File: src/rtl/mcht_pkg.sv
// mcht_pkg: shared types and constants for the MCHT Manchester link.
// Holds the receive FSM state enum, oversampling ratio and sample phases.
package mcht_pkg;

  typedef enum logic [2:0] {
    IDLE,
    SOF,
    DATA,
    STOP,
    HUNT
  } mcht_rx_st_e;

  localparam int         MCHT_OVS  = 4;
  localparam logic [1:0] MCHT_PH_A = 2'd1;
  localparam logic [1:0] MCHT_PH_B = 2'd3;

endpackage

File: src/rtl/mcht_sync.sv
// mcht_sync: 2-FF synchronizer plus previous-value flop for the RX line.
// Ports: clk, rst (sync, active high), rxd in; rxd_s, fall out.
module mcht_sync (
  input  logic clk,
  input  logic rst,
  input  logic rxd,
  output logic rxd_s,
  output logic fall
);

  logic s1;
  logic rxd_p;

  // Reset to the idle-high level so leaving reset never
  // looks like a falling edge.
  always_ff @(posedge clk) begin
    if (rst) begin
      s1    <= 1'b1;
      rxd_s <= 1'b1;
      rxd_p <= 1'b1;
    end else begin
      s1    <= rxd;
      rxd_s <= s1;
      rxd_p <= rxd_s;
    end
  end

  assign fall = ~rxd_s & rxd_p;

endmodule

File: src/rtl/mcht_rx_dec.sv
// mcht_rx_dec: Manchester frame receiver, 4x oversampled, MSB first.
// Ports: CLK100M, RST, RXD, EN in; RX_MSG, RX_VLD, RX_ERR, RX_BSY, ERR_CNT out.
module mcht_rx_dec
  import mcht_pkg::*;
#(
  parameter int pRX_MSG_LEN = 8,
  parameter int pIDLE_BITS  = 2
) (
  input  logic                   CLK100M,
  input  logic                   RST,
  input  logic                   RXD,
  input  logic                   EN,
  output logic [pRX_MSG_LEN-1:0] RX_MSG,
  output logic                   RX_VLD,
  output logic                   RX_ERR,
  output logic                   RX_BSY,
  output logic [7:0]             ERR_CNT
);

  localparam int BW = (pRX_MSG_LEN > 1) ? $clog2(pRX_MSG_LEN) : 1;
  localparam int HN = MCHT_OVS * pIDLE_BITS;
  localparam int HW = $clog2(HN + 1);

  logic rxd_s;
  logic fall;

  mcht_sync u_sync (
    .clk   (CLK100M),
    .rst   (RST),
    .rxd   (RXD),
    .rxd_s (rxd_s),
    .fall  (fall)
  );

  mcht_rx_st_e            st, st_n;
  logic [1:0]             ph, ph_n;
  logic                   a, a_n;
  logic [BW-1:0]          cnt, cnt_n;
  logic [pRX_MSG_LEN-1:0] sh, sh_n;
  logic [HW-1:0]          hcnt, hcnt_n;
  logic [pRX_MSG_LEN-1:0] msg_n;
  logic                   vld_n;
  logic                   err_n;
  logic [7:0]             ecnt_n;

  always_ff @(posedge CLK100M) begin
    if (RST) begin
      st      <= IDLE;
      ph      <= '0;
      a       <= 1'b0;
      cnt     <= '0;
      sh      <= '0;
      hcnt    <= '0;
      RX_MSG  <= '0;
      RX_VLD  <= 1'b0;
      RX_ERR  <= 1'b0;
      RX_BSY  <= 1'b0;
      ERR_CNT <= '0;
    end else begin
      st      <= st_n;
      ph      <= ph_n;
      a       <= a_n;
      cnt     <= cnt_n;
      sh      <= sh_n;
      hcnt    <= hcnt_n;
      RX_MSG  <= msg_n;
      RX_VLD  <= vld_n;
      RX_ERR  <= err_n;
      RX_BSY  <= (st_n != IDLE);
      ERR_CNT <= ecnt_n;
    end
  end

  always_comb begin
    st_n   = st;
    ph_n   = ph + 2'd1;
    a_n    = a;
    cnt_n  = cnt;
    sh_n   = sh;
    hcnt_n = '0;
    msg_n  = RX_MSG;
    vld_n  = 1'b0;
    err_n  = 1'b0;

    if (ph == MCHT_PH_A) a_n = rxd_s;

    unique case (st)
      IDLE: begin
        // The edge cycle itself is phase 0 of SOF.
        ph_n = 2'd1;
        if (fall) st_n = SOF;
      end
      SOF: begin
        cnt_n = '0;
        if (ph == MCHT_PH_B) begin
          if (!a && rxd_s) st_n = DATA;
          else             st_n = IDLE;
        end
      end
      DATA: begin
        if (ph == MCHT_PH_B) begin
          if (a == rxd_s) begin
            err_n = 1'b1;
            st_n  = HUNT;
          end else begin
            sh_n  = (sh << 1) | pRX_MSG_LEN'(rxd_s);
            cnt_n = cnt + 1'b1;
            if (cnt == BW'(pRX_MSG_LEN - 1)) st_n = STOP;
          end
        end
      end
      STOP: begin
        if (ph == MCHT_PH_B) begin
          if (a && rxd_s) begin
            msg_n = sh;
            vld_n = 1'b1;
            st_n  = IDLE;
          end else begin
            err_n = 1'b1;
            st_n  = HUNT;
          end
        end
      end
      HUNT: begin
        if (rxd_s) begin
          if (hcnt == HW'(HN - 1)) st_n = IDLE;
          else                     hcnt_n = hcnt + 1'b1;
        end
      end
      default: st_n = IDLE;
    endcase

    // Disable aborts any frame without reporting it.
    if (!EN) begin
      st_n  = IDLE;
      msg_n = RX_MSG;
      vld_n = 1'b0;
      err_n = 1'b0;
    end

    ecnt_n = ERR_CNT;
    if (err_n && ERR_CNT != 8'hFF) ecnt_n = ERR_CNT + 8'd1;
  end

endmodule

File: config.mk
export PLATFORM = sky130hd
export DESIGN_NAME = mcht_rx_dec
export DESIGN_NICKNAME = d
export VERILOG_FILES = /design/src/rtl/mcht_pkg.sv /design/src/rtl/mcht_sync.sv /design/src/rtl/mcht_rx_dec.sv
export SDC_FILE = /design/constraint.sdc
export NUM_CORES = 1
export LEC_CHECK = 0
export BUFFER_PORTS_ARGS = -buffer_cell sky130_fd_sc_hd__buf_4
export CORE_UTILIZATION = 51
export DETAILED_ROUTE_END_ITERATION = 6
export GPL_TIMING_DRIVEN = 0
export PLACE_DENSITY = 0.72
export SYNTH_ARGS = -nofsm -noshare
export SYNTH_HDL_FRONTEND = slang
export SYNTH_SLANG_ARGS = --single-unit
File: constraint.sdc
create_clock -name CLK100M -period 1.9 [get_ports CLK100M]
set_clock_uncertainty 0.2 [all_clocks]
set_input_delay 0.475 -clock CLK100M [delete_from_list [all_inputs] [get_ports CLK100M]]
set_output_delay 0.475 -clock CLK100M [all_outputs]
set_load 0.02 [all_outputs]
# Word-level counts from Yosys, hierarchy flattened

Index checks and enable logic that the tools add are counted.

Logic and storage cells: 75
Output and inout bits: 19
Bits in registers: 43
Input port bits: 4

Eq/ne operators: 12
Add/sub/neg operators: 4
Mux-type cells: 23
Bitwise logic cells: 8
Reductions and logical operators: 13

Operator list:

| kind                                                 | count |
|---|---|
| 2-to-1 mux 3 bit                                     | 12 |
| case mux 3 bit (5 select lines)                      | 1 |
| adder 8 x 1 -> 8 bit (second input constant)         | 1 |
| inequality test 8 bit (second input constant)        | 1 |
| bitwise OR 8 x 1 -> 8 bit                            | 1 |
| OR reduction 4 bit                                   | 2 |
| 2-to-1 mux 1 bit                                     | 7 |
| equality test 3 x 2 -> 1 bit (second input constant) | 2 |
| equality test 3 bit (second input constant)          | 2 |
| NOT 1 bit                                            | 6 |
| case mux 3 bit (2 select lines)                      | 1 |
| AND reduction 3 bit                                  | 2 |
| adder 4 x 1 -> 4 bit (second input constant)         | 1 |
| equality test 4 x 3 -> 1 bit (second input constant) | 1 |
| inequality test 2 bit (second input constant)        | 2 |
| AND reduction 4 bit                                  | 1 |
| adder 3 x 1 -> 3 bit (second input constant)         | 1 |
| equality test 3 x 1 -> 1 bit (second input constant) | 1 |
| logical AND 1 bit                                    | 3 |
| logical NOT 3 bit                                    | 1 |
| nonzero test 3 bit                                   | 1 |
| adder 2 x 1 -> 2 bit (second input constant)         | 1 |
| equality test 2 x 1 -> 1 bit (second input constant) | 1 |
| equality test 2 bit (second input constant)          | 1 |
| 7 further kinds                                      | 7 |

# Logic depth before layout (Yosys ltp)

Gate-level depths: netlist (run 1).

Depth after elaboration: 7
Mapped depth: 7
Depth with buffers taken out: 6

# Hierarchy

From an unflattened synthesis (run 1), not the netlist that was laid out.

Cell total of the unflattened synthesis: 192
Area total of the unflattened synthesis: 1,865.5 µm²

By module, submodules not included:

| module      | area each (µm²) | sequential area each (µm²) | cells each | instances |
|---|---|---|---|---|
| mcht_rx_dec | 1,780.5         | 800.8                      | 185        | 1 |
| mcht_sync   | 85.1            | 60.1                       | 7          | 1 |

# Worst setup path before layout (run 1)

No wires, ideal clock.

Path kind: reg2reg
Start point: register ph[0]
End point: register ERR_CNT[7]
Setup slack: 0.049 ns
Setup time: 0.135 ns
Cell stages (with the launch flop): 7
Period minus slack after synthesis: 1.851 ns
Data arrival time: 1.516 ns
Buffers on the path: 1
Data required time: 1.565 ns
Cell sequence: dfxtp_1 -> ha_1 -> and3b_2 -> nand4b_4 -> buf_4 -> o311ai_0 -> o41ai_1

Cells in the longest elaborated chain, start to end: 5
Elaborated cells between the ends (all ways): 6
Those cells by class: eq/ne: 1; mux: 4; reduce/logical: 1

RTL lines:

| element                             | line                                   | text |
|---|---|---|
| start: declaration                  | mcht_rx_dec.sv:36                      | `logic [1:0] ph, ph_n;` |
| start signal: assignment            | mcht_rx_dec.sv:61                      | `ph <= ph_n;` |
| equality test 2 bit (*)             | mcht_rx_dec.sv:101, mcht_rx_dec.sv:113 |  |
| 2-to-1 mux 1 bit (on tied branches) | mcht_rx_dec.sv:113, mcht_rx_dec.sv:101 |  |
| case mux 1 bit (2 select lines) (*) | mcht_rx_dec.sv:87                      | `unique case (st)` |
| 2-to-1 mux 1 bit (*)                | mcht_rx_dec.sv:134                     | `if (!EN) begin` |
| logical AND 1 bit (*)               | mcht_rx_dec.sv:142                     | `if (err_n && ERR_CNT != 8'hFF) ecnt_n = ERR_CNT + 8'd1;` |
| end signal: assignment              | mcht_rx_dec.sv:70                      | `ERR_CNT <= ecnt_n;` |
| end: declaration                    | mcht_rx_dec.sv:17                      | `output logic [7:0] ERR_CNT` |

Mark *: on every way between the ends. The rest lies on a longest branch, timed or not.
A chain may end at the register's enable or synchronous reset.

# Worst setup path in the final report (run 1)

Start point: register a
End point: register ERR_CNT[5]

Cells in the longest elaborated chain, start to end: 6
Elaborated cells between the ends (all ways): 9
Those cells by class: eq/ne: 1; mux: 6; reduce/logical: 2

RTL lines:

| element                                                  | line                                   | text |
|---|---|---|
| start: declaration                                       | mcht_rx_dec.sv:37                      | `logic a, a_n;` |
| start signal: assignment                                 | mcht_rx_dec.sv:62                      | `a <= a_n;` |
| equality test 1 bit or logical AND 1 bit (tied branches) | mcht_rx_dec.sv:102, mcht_rx_dec.sv:114 |  |
| 2-to-1 mux 1 bit (on tied branches)                      | mcht_rx_dec.sv:102, mcht_rx_dec.sv:114 |  |
| 2-to-1 mux 1 bit (on tied branches)                      | mcht_rx_dec.sv:101, mcht_rx_dec.sv:113 |  |
| case mux 1 bit (2 select lines) (*)                      | mcht_rx_dec.sv:87                      |  |
| 2-to-1 mux 1 bit (*)                                     | mcht_rx_dec.sv:134                     |  |
| logical AND 1 bit (*)                                    | mcht_rx_dec.sv:142                     |  |

Marks and branches as above.

==> results of run 1 <==
routing by layer:
layer / vias up / share of wire / global-route usage
met1: 718 / 0.42 / 0.305
met2: 45 / 0.50 / 0.366
met5: - / 0 / 0
li1: 750 / - / -
met3: 7 / 0.062 / 0.0455
met4: 0 / 0.017 / 0.102
final timing paths:
check / endpoint / startpoint / cells after the start / slack, ns
max reg2reg: ERR_CNT[5]$_SDFFE_PP0P_ / a$_SDFFE_PP0N_ / 6 / -0.0009
max: ERR_CNT[5]$_SDFFE_PP0P_ / a$_SDFFE_PP0N_ / 6 / -0.0009
min: u_sync.s1$_SDFF_PP1_ / RXD / 2 / 0.09
min reg2reg: u_sync.rxd_s$_SDFF_PP1_ / u_sync.s1$_SDFF_PP1_ / 1 / 0.22
cells by family (layout without fill, tap and decap cells):
family / after synthesis / after routing
adder cells (fa/ha/maj): 8 / 8
flip-flops: 43 / 43
AO/OA/AOI/OAI: 35 / 35
multiplexers: 9 / 9
XOR/XNOR: 2 / 2
AND/OR/NAND/NOR: 80 / 80
buffers and inverters: 18 / 49
power groups by stage:
| stage | registers [W] | clock network (W) | logic, W |
|---|---|---|---|
| final | 0.000914 | 0.000596 | 0.0000641 |
| after global placement | 0.000933 | 0 | 0.0000512 |
| after global routing | 0.000916 | 0.000657 | 0.0000709 |
| after CTS | 0.000915 | 0.000605 | 0.0000600 |
| after floorplan | 0.000932 | 0 | 0.0000360 |
| after detailed placement | 0.000933 | 0 | 0.0000536 |
timing repair:
| item | in CTS | in global routing |
|---|---|---|
| gates cloned | 0 | 1 |
| setup endpoints to repair | 28 | 19 |
| gates resized for setup | 14 | 17 |
| hold buffers | 0 | 0 |
| buffers inserted | 1 | 0 |
| pin swaps | 3 | 3 |
metrics by stage:
stage | cell area, µm² | instances
2_1_floorplan | 1830 | 195
3_3_place_gp | 2040 | 262
3_5_place_dp | 2040 | 262
4_1_cts | 2200 | 271
5_1_grt | 2240 | 272
6_report | 2240 | 272
sequential cells by signal (all words and copies together) (netlist names):
register and flops:
RX_MSG 8, ERR_CNT 8, RX_VLD 1, st 3, ph 2, a 1
u_sync.rxd_p 1, sh 8, cnt 3, RX_ERR 1, u_sync.s1 1, RX_BSY 1
hcnt 4, u_sync.rxd_s 1
cell type report:
| cell class | instances | area (µm²) | share of cell area |
|---|---|---|---|
| well taps | 46 | 57.6 | 0.0257 |
| clock buffers | 6 | 51.3 | 0.0229 |
| repair buffers | 23 | 183 | 0.0814 |
| inverters | 8 | 30.0 | 0.0134 |
| clock inverters | 2 | 35.0 | 0.0156 |
| plain buffers | 10 | 60.1 | 0.0268 |
| multi-input cells | 134 | 956 | 0.426 |
| flip-flops and latches | 43 | 871 | 0.388 |
critical path, delay by kind of cell (launching register included):
family	cells	cell delay (ns)
AO/OA/AOI/OAI	1	0.13
flip-flops	1	0.37
adder cells (fa/ha/maj)	1	0.28
buffers and inverters	1	0.05
AND/OR/NAND/NOR	3	0.81
synthesized netlist by cell type, drive strengths merged:
cell type / instances / area [µm²]
dfxtp: 43 / 861
or2: 2 / 12.5
o41ai: 1 / 8.76
buf: 3 / 26.3
xnor2: 1 / 8.76
nand2b: 1 / 6.26
o311a: 1 / 10.0
o21ai: 4 / 20.0
nor3: 4 / 36.3
mux2i: 9 / 90.1
a211oi: 2 / 15.0
nand4: 1 / 6.26
nor4: 2 / 12.5
nand2: 23 / 86.3
a311oi: 1 / 8.76
or3: 3 / 18.8
nand3b: 4 / 42.5
or4b: 1 / 10.0
and3b: 1 / 10.0
o21bai: 1 / 7.51
or4: 3 / 22.5
and4b: 1 / 10.0
and3: 2 / 12.5
and4: 1 / 8.76
o311ai: 1 / 8.76
ha: 8 / 100
nand3: 10 / 50.1
xor2: 1 / 8.76
or3b: 1 / 8.76
o21a: 1 / 7.51
nor2b: 1 / 6.26
a21oi: 20 / 100
clkbuf: 7 / 26.3
nand4b: 1 / 23.8
nor2: 15 / 56.3
nor3b: 1 / 7.51
nor4b: 2 / 17.5
o31ai: 3 / 22.5
inv: 8 / 30.0
==> flow_summary.json, run 1 <==
{
  "power_w": 0.00157,
  "die_h_um": 61.8,
  "yosys.area_share.simple": 0.255,
  "avgSynthCellArea_um2": 9.36,
  "synth_top_family_by_area": "simple AND/OR/NAND/NOR gates",
  "peakVddDrop_v": 0.000436,
  "portBuffers": 21,
  "start_kind": "flop",
  "violations": "setup timing",
  "cellPowerDensity_mw_per_mm2": 702,
  "cts_tree": "done",
  "start_util": 0.539,
  "path_max_fanout": 5,
  "fmax_mhz": 526,
  "drive_above_1_share": 0.288,
  "clock_sinks": 43,
  "hold_viol_final": 0,
  "tns_ns": -0.000855,
  "coreArea_mm2": 0.00339,
  "grt_usage": 0.231,
  "final_cell_mix": "dfxtp_1 (37), buf_4 (22), nand2_1 (22)",
  "yosysUniqueCellTypes": 43,
  "rsz0062_at_grt": "yes",
  "critPathKind": "flop to flop",
  "setup_viol": 1,
  "gp_congestion": 0.835,
  "synthMuxAreaShare": 0.0493,
  "yosysSeqAreaShare": 0.472,
  "cp_slowest_stage_delay_ns": 0.55,
  "endpoint_kind": "flop",
  "grt_max_degree": 14,
  "grt_pass1_vias": 1388,
  "grt_first_pass_wirelength_mm": 6.36,
  "hp-class": "input pin to flop",
  "drtPass1Iterations": 5,
  "cts_buffers": 5,
  "synth-seq-cells": 43,
  "max_cap_viol_count": 0,
  "fin_util": 0.662,
  "fill_cells": 284,
  "power_frac_seq": 0.581,
  "area_growth_pct": 22.9,
  "synthCells": 195,
  "syn_area_mm2": 0.00183,
  "fp-row-count": 21,
  "grt_overflow": 0,
  "dieArea_mm2": 0.00382,
  "status": "complete, but fails checks",
  "slew_violations": 0,
  "synth_adder_area_share": 0.0548,
  "crit_chain": "inv_2, ha_4, nor2_4, nand4b_4, or4_1, a21oi_2",
  "wl_per_cell_um": 14.2,
  "final_common_cell": "dfxtp_1",
  "drt-initial-drc-count": 91,
  "clockRootBuffer": "clkbuf_4",
  "h-tree-depth": 2,
  "power_switching_share": 0.210,
  "switchingPower_w": 0.000331,
  "num_io_pins": 23,
  "critPathSlowestCell": "or4_1",
  "final.setup.worst_slack_ns": -0.000855,
  "cts.clk_slew.worst_paths_ns": 0.12,
  "critPathRequiredTime_ns": 2.00,
  "antenna_left": 0,
  "finalCritPeriodShare": 1.00,
  "vias": 1520,
  "pre_cts_ws_ns": -0.171,
  "drc": 0,
  "clk_latency_ns": 0.35,
  "yosys.area_share.xor_xnor": 0.00960,
  "diodes": 0,
  "ctsLongestPathBuffers": 2,
  "p_comb_frac": 0.041,
  "intPower_w": 0.00124,
  "final_nets": 237,
  "ys_warn_count": 0,
  "vias_per_cell": 5.59,
  "syn_nets": 207,
  "dp_hpwl_mm": 2.71,
  "antenna_found_initial": 0,
  "wl_mm": 3.85,
  "p_leak_nw": 0.878,
  "cp.arrival_ns": 2.00,
  "tightest_slew_ns": 0.620,
  "die_w_um": 61.8,
  "period_minus_slack_ns": 1.90,
  "hold_slack_ns": 0.0919,
  "synth_compound_area_frac": 0.114,
  "slew_headroom": 0.585,
  "p_clk_frac": 0.379
}
Note: power is estimated with default switching activity, not from simulation.
==> inputs of run 2 (changes only) <==
--- a/config.mk
+++ b/config.mk
@@ -6,10 +6,10 @@
 export NUM_CORES = 1
 export LEC_CHECK = 0
 export BUFFER_PORTS_ARGS = -buffer_cell sky130_fd_sc_hd__buf_4
-export CORE_UTILIZATION = 51
+export CORE_UTILIZATION = 60
 export DETAILED_ROUTE_END_ITERATION = 6
 export GPL_TIMING_DRIVEN = 0
-export PLACE_DENSITY = 0.72
+export PLACE_DENSITY = 0.8
 export SYNTH_ARGS = -nofsm -noshare
 export SYNTH_HDL_FRONTEND = slang
 export SYNTH_SLANG_ARGS = --single-unit
==> constraint.sdc (replaced) <==
create_clock -name CLK100M -period 2.3 [get_ports CLK100M]
set_clock_uncertainty 0.2 [all_clocks]
set_input_delay 0.575 -clock CLK100M [delete_from_list [all_inputs] [get_ports CLK100M]]
set_output_delay 0.575 -clock CLK100M [all_outputs]
set_load 0.02 [all_outputs]
==> run 2 against run 1 <==
Against the previous run: the flow finishes with violations (DRC); maximum frequency is 9.8% lower; clock-buffer cell count is the same; final area fell by 7.5%; worst setup slack better by 0.19 ns.
==> flow_summary.json, run 2 (synthesis results as in run 1) <==
{
  "area_growth_pct": 13.7,
  "max_cap_viol_count": 0,
  "drive_above_1_share": 0.174,
  "crit_chain": "inv_1, ha_1, nor2_1, nor4b_1, a21oi_1, a311oi_1",
  "fp-row-count": 19,
  "ctsHoldBuffers": 0,
  "grtUsageMet1": 0.289,
  "reg_top3": "ERR_CNT: 8 flops, RX_MSG: 8 flops, sh: 8 flops",
  "final_cell_mix": "dfxtp_1 (43), buf_4 (23), nand2_1 (23)",
  "coreArea_mm2": 0.00283,
  "critPathRequiredTime_ns": 2.38,
  "status": "complete, but fails checks",
  "tightest_slew_ns": 0.623,
  "rsz0062_at_grt": "no",
  "drt-initial-drc-count": 56,
  "cts.clk_slew.worst_paths_ns": 0.13,
  "vias": 1503,
  "cts_tree": "done",
  "hp-class": "input pin to flop",
  "p_leak_nw": 0.825,
  "grt_pass1_vias": 1332,
  "num_io_pins": 23,
  "fmax_mhz": 474,
  "met2_usage": 0.383,
  "antenna_found_initial": 0,
  "grt_usage": 0.232,
  "violations": "DRC",
  "grt_first_pass_wirelength_mm": 5.77,
  "hold_slack_ns": 0.212,
  "final.setup.worst_slack_ns": 0.192,
  "cts_setup_buffers": 0,
  "crit_family": "simple AND/OR/NAND/NOR gates",
  "cellPowerDensity_mw_per_mm2": 557,
  "period_minus_slack_ns": 2.11,
  "pre_cts_ws_ns": 0.250,
  "cts_buffers": 5,
  "wl_mm": 3.59,
  "hold_viol_final": 0,
  "tns_ns": 0,
  "endpoint_kind": "flop",
  "critPathSlowestCell": "nor4b_1",
  "peakVddDrop_v": 0.000449,
  "drc": 4,
  "met3_usage": 0.0476,
  "clock_sinks": 43,
  "setup_viol": 0,
  "finalCritPeriodShare": 0.916,
  "dp_hpwl_mm": 2.63,
  "crit_buf_inv": 1,
  "cp.arrival_ns": 2.19,
  "cp_slowest_stage_delay_ns": 0.56,
  "die_w_um": 57.2,
  "final_common_cell": "dfxtp_1",
  "start_util": 0.645,
  "clk_latency_ns": 0.36,
  "antenna_left": 0,
  "drtPass1Iterations": 6,
  "die_h_um": 57.2,
  "gp_congestion": 0.861,
  "clockRootBuffer": "clkbuf_4",
  "fill_cells": 230,
  "slew_headroom": 0.582,
  "vias_per_cell": 5.89,
  "grt_max_degree": 14,
  "wl_per_cell_um": 14.1,
  "path_max_fanout": 5,
  "critPathKind": "flop to flop",
  "grt_overflow": 0,
  "ctsResizeCount": 0,
  "reg2reg_slack_ns": 0.19,
  "dieArea_mm2": 0.00327,
  "gr-max-usage-layer": "met2",
  "start_kind": "flop",
  "portBuffers": 21,
  "slew_violations": 0,
  "h-tree-depth": 2,
  "final_nets": 235,
  "ctsLongestPathBuffers": 2,
  "diodes": 0
}
-- run 2: cell count changes in the layout (fill, tap and decap cells not counted), sizes merged --
cell / previous run / this run
clkbuf: 12 / 13
bufinv: 1 / 0
clkinvlp: 0 / 1
buf: 27 / 24
-- run 2: final timing paths --
kind	start	endpoint	depth (start not counted)
max reg2reg	a$_SDFFE_PP0N_	ERR_CNT[6]$_SDFFE_PP0P_	6
max	a$_SDFFE_PP0N_	ERR_CNT[6]$_SDFFE_PP0P_	6
min	RXD	u_sync.s1$_SDFF_PP1_	2
min reg2reg	u_sync.s1$_SDFF_PP1_	u_sync.rxd_s$_SDFF_PP1_	1
-- run 2: cell type report --
class | instances | area, µm² | area share
timing repair buffer | 21 | 158 | 0.0759
sequential | 43 | 861 | 0.415
multi-input combinational | 134 | 882 | 0.425
inverter | 8 | 30.0 | 0.0145
tap | 31 | 38.8 | 0.0187
buffer | 10 | 52.6 | 0.0253
clock inverter | 2 | 12.5 | 0.00603
clock buffer | 6 | 41.3 | 0.0199
-- run 2: stage by stage --
step | power, W | cells | instance area, µm² | util
3_3_place_gp | 0.000813 | 247 | 2020 | 0.715
4_1_cts | 0.00117 | 255 | 2080 | 0.734
6_report | 0.00116 | 255 | 2080 | 0.734
3_5_place_dp | 0.000815 | 247 | 2020 | 0.715
2_1_floorplan | 0.000800 | 195 | 1830 | -
5_1_grt | 0.00120 | 255 | 2080 | 0.734
-- run 2: routing by layer --
layer  routed length [µm]  share of wire  vias to the layer above
met4                   72          0.020                        0
met1                 1550           0.43                      703
li1                     -              -                      747
met5                    0              0                        -
met2                 1790           0.50                       46
met3                  179          0.050                        7
-- run 2: worst reg2reg max path, cell delays in order (launching register included) --
cell	delay (ns)
dfxtp_1	0.38
inv_1	0.05
ha_1	0.33
nor2_1	0.11
nor4b_1	0.56
a21oi_1	0.14
a311oi_1	0.26
-- run 2: where the power goes --
part	total [W]	switching, W	internal (W)
sequential	0.000754	0.00000400	0.000750
combinational	0.0000447	0.0000287	0.0000160
clock	0.000358	0.000240	0.000118
==> inputs of run 3 (changes only) <==
--- a/config.mk
+++ b/config.mk
@@ -6,6 +6,7 @@
 export NUM_CORES = 1
 export LEC_CHECK = 0
 export BUFFER_PORTS_ARGS = -buffer_cell sky130_fd_sc_hd__buf_4
+export CORE_MARGIN = 5
 export CORE_UTILIZATION = 60
 export DETAILED_ROUTE_END_ITERATION = 6
 export GPL_TIMING_DRIVEN = 0
==> run 3 against run 2 <==
Against the previous run: the run now ends clean; via count shrank 1.8%; clock-buffer cell count is the same; sequential share of layout area barely moved; maximum frequency about the same; largest cell class unchanged; highest routed layer unchanged.
==> flow_summary.json, run 3 (synthesis results as in run 1) <==
{
  "status": "completed",
  "start_kind": "flop",
  "endpoint_kind": "flop",
  "grt_usage": 0.194,
  "reg_top3": "ERR_CNT: 8 flops, RX_MSG: 8 flops, sh: 8 flops",
  "fmax_mhz": 474,
  "clock_sinks": 43,
  "ctsHoldBuffers": 0,
  "grt_overflow": 0,
  "rr_startpoint": "u_sync.rxd_s$_SDFF_PP1_",
  "max_cap_viol_count": 0,
  "cts_tree": "done",
  "slew_violations": 0,
  "area_growth_pct": 13.8,
  "final_nets": 235,
  "tightest_slew_ns": 0.666,
  "fill_cells": 245,
  "power_w": 0.00115,
  "slew_headroom": 0.553,
  "coreArea_mm2": 0.00298,
  "cp.arrival_ns": 2.19,
  "ctsResizeCount": 0,
  "hold_slack_ns": 0.200,
  "grt_first_pass_wirelength_mm": 6.33,
  "drtPass1Iterations": 6,
  "crit_chain": "ha_1, nor2_1, nand2_1, or4b_1, a21oi_1",
  "rsz0062_at_grt": "no",
  "p_leak_nw": 0.825,
  "cts_buffers": 5,
  "regArea_um2": 861,
  "stdcell_count": 257,
  "cp_slowest_stage_delay_ns": 0.49,
  "clk_latency_ns": 0.35,
  "start_util": 0.613,
  "hold_start": "RXD",
  "die_h_um": 65.2,
  "grt_max_degree": 14,
  "wl_per_cell_um": 14.1,
  "critPathSlowestCell": "or4b_1",
  "multi_input_area_um2": 882,
  "final_cell_mix": "dfxtp_1 (43), buf_4 (23), nand2_1 (23)",
  "hold_viol_final": 0,
  "ctsLongestPathBuffers": 2,
  "h-tree-depth": 2,
  "final_common_cell": "dfxtp_1",
  "dp.cells": 249,
  "critPathRequiredTime_ns": 2.39,
  "vias": 1476,
  "critPathKind": "flop to flop",
  "gp_congestion": 0.886,
  "fp-row-count": 20,
  "num_io_pins": 23,
  "peakVddDrop_v": 0.000521,
  "finalCritPeriodShare": 0.916,
  "cellPowerDensity_mw_per_mm2": 554,
  "die_w_um": 65.2,
  "dp_hpwl_mm": 2.64,
  "crit_start": "u_sync.rxd_s$_SDFF_PP1_",
  "vias_per_cell": 5.74,
  "clockRootBuffer": "clkbuf_4",
  "wl_mm": 3.62,
  "hp-class": "input pin to flop",
  "portBuffers": 21,
  "period_minus_slack_ns": 2.11,
  "drc": 0,
  "antenna_left": 0,
  "diodes": 0,
  "grt_pass1_vias": 1403,
  "tns_ns": 0,
  "antenna_found_initial": 0,
  "dieArea_mm2": 0.00425,
  "cts.clk_slew.worst_paths_ns": 0.12,
  "drive_above_1_share": 0.174,
  "setup_viol": 0,
  "cts_setup_buffers": 0,
  "path_max_fanout": 6,
  "drt-initial-drc-count": 72
}
run 3: cell counts in the layout (fill, tap and decap cells not counted):
No cell type changed its count.
run 3: worst max-delay path, delay by kind of cell, from the launching register on:
kind	cells	cell delay (ns)
simple gates	3	0.93
flops	1	0.47
fa+ha+maj	1	0.31
compound gates	1	0.14
run 3: area by class of cell:
class                   count  area share
well taps                  33      0.0199
clock inverters             2     0.00602
repair buffers             21      0.0759
clock buffers               6      0.0199
plain buffers              10      0.0253
flip-flops and latches     43       0.414
multi-input cells         134       0.424
inverters                   8      0.0144
run 3: metrics by stage:
stage / utilization / setup slack (ns) / area, µm²
3_5_place_dp: 0.680 / 0.265 / 2020
4_1_cts: 0.698 / 0.200 / 2080
2_1_floorplan: - / 0.449 / 1830
6_report: 0.698 / 0.192 / 2080
5_1_grt: 0.698 / 0.00408 / 2080
3_3_place_gp: 0.680 / 0.325 / 2020
run 3: path summary, 6_finish.rpt:
path | slack, ns | cells after the start | endpoint
worst max-delay path | 0.19 | 5 | cnt[2]$_SDFFE_PP0P_
worst min-delay path | 0.20 | 2 | u_sync.s1$_SDFF_PP1_
worst max register to register | 0.19 | 5 | cnt[2]$_SDFFE_PP0P_
worst min register to register | 0.22 | 1 | u_sync.rxd_s$_SDFF_PP1_
run 3: power breakdown:
group | switching [W] | internal (W)
logic | 0.0000277 | 0.0000158
registers | 0.00000422 | 0.000750
clock network | 0.000235 | 0.000118
run 3: per-layer routing:
layer  up-vias  routed length [µm]  GRT usage  part of all wire
li1        743                   -          -                 -
met1       696                1580      0.228              0.44
met2        28                1800      0.321              0.50
met3         9                 142     0.0513             0.039
met4         0                  99      0.109             0.027
met5         -                   0          0                 0
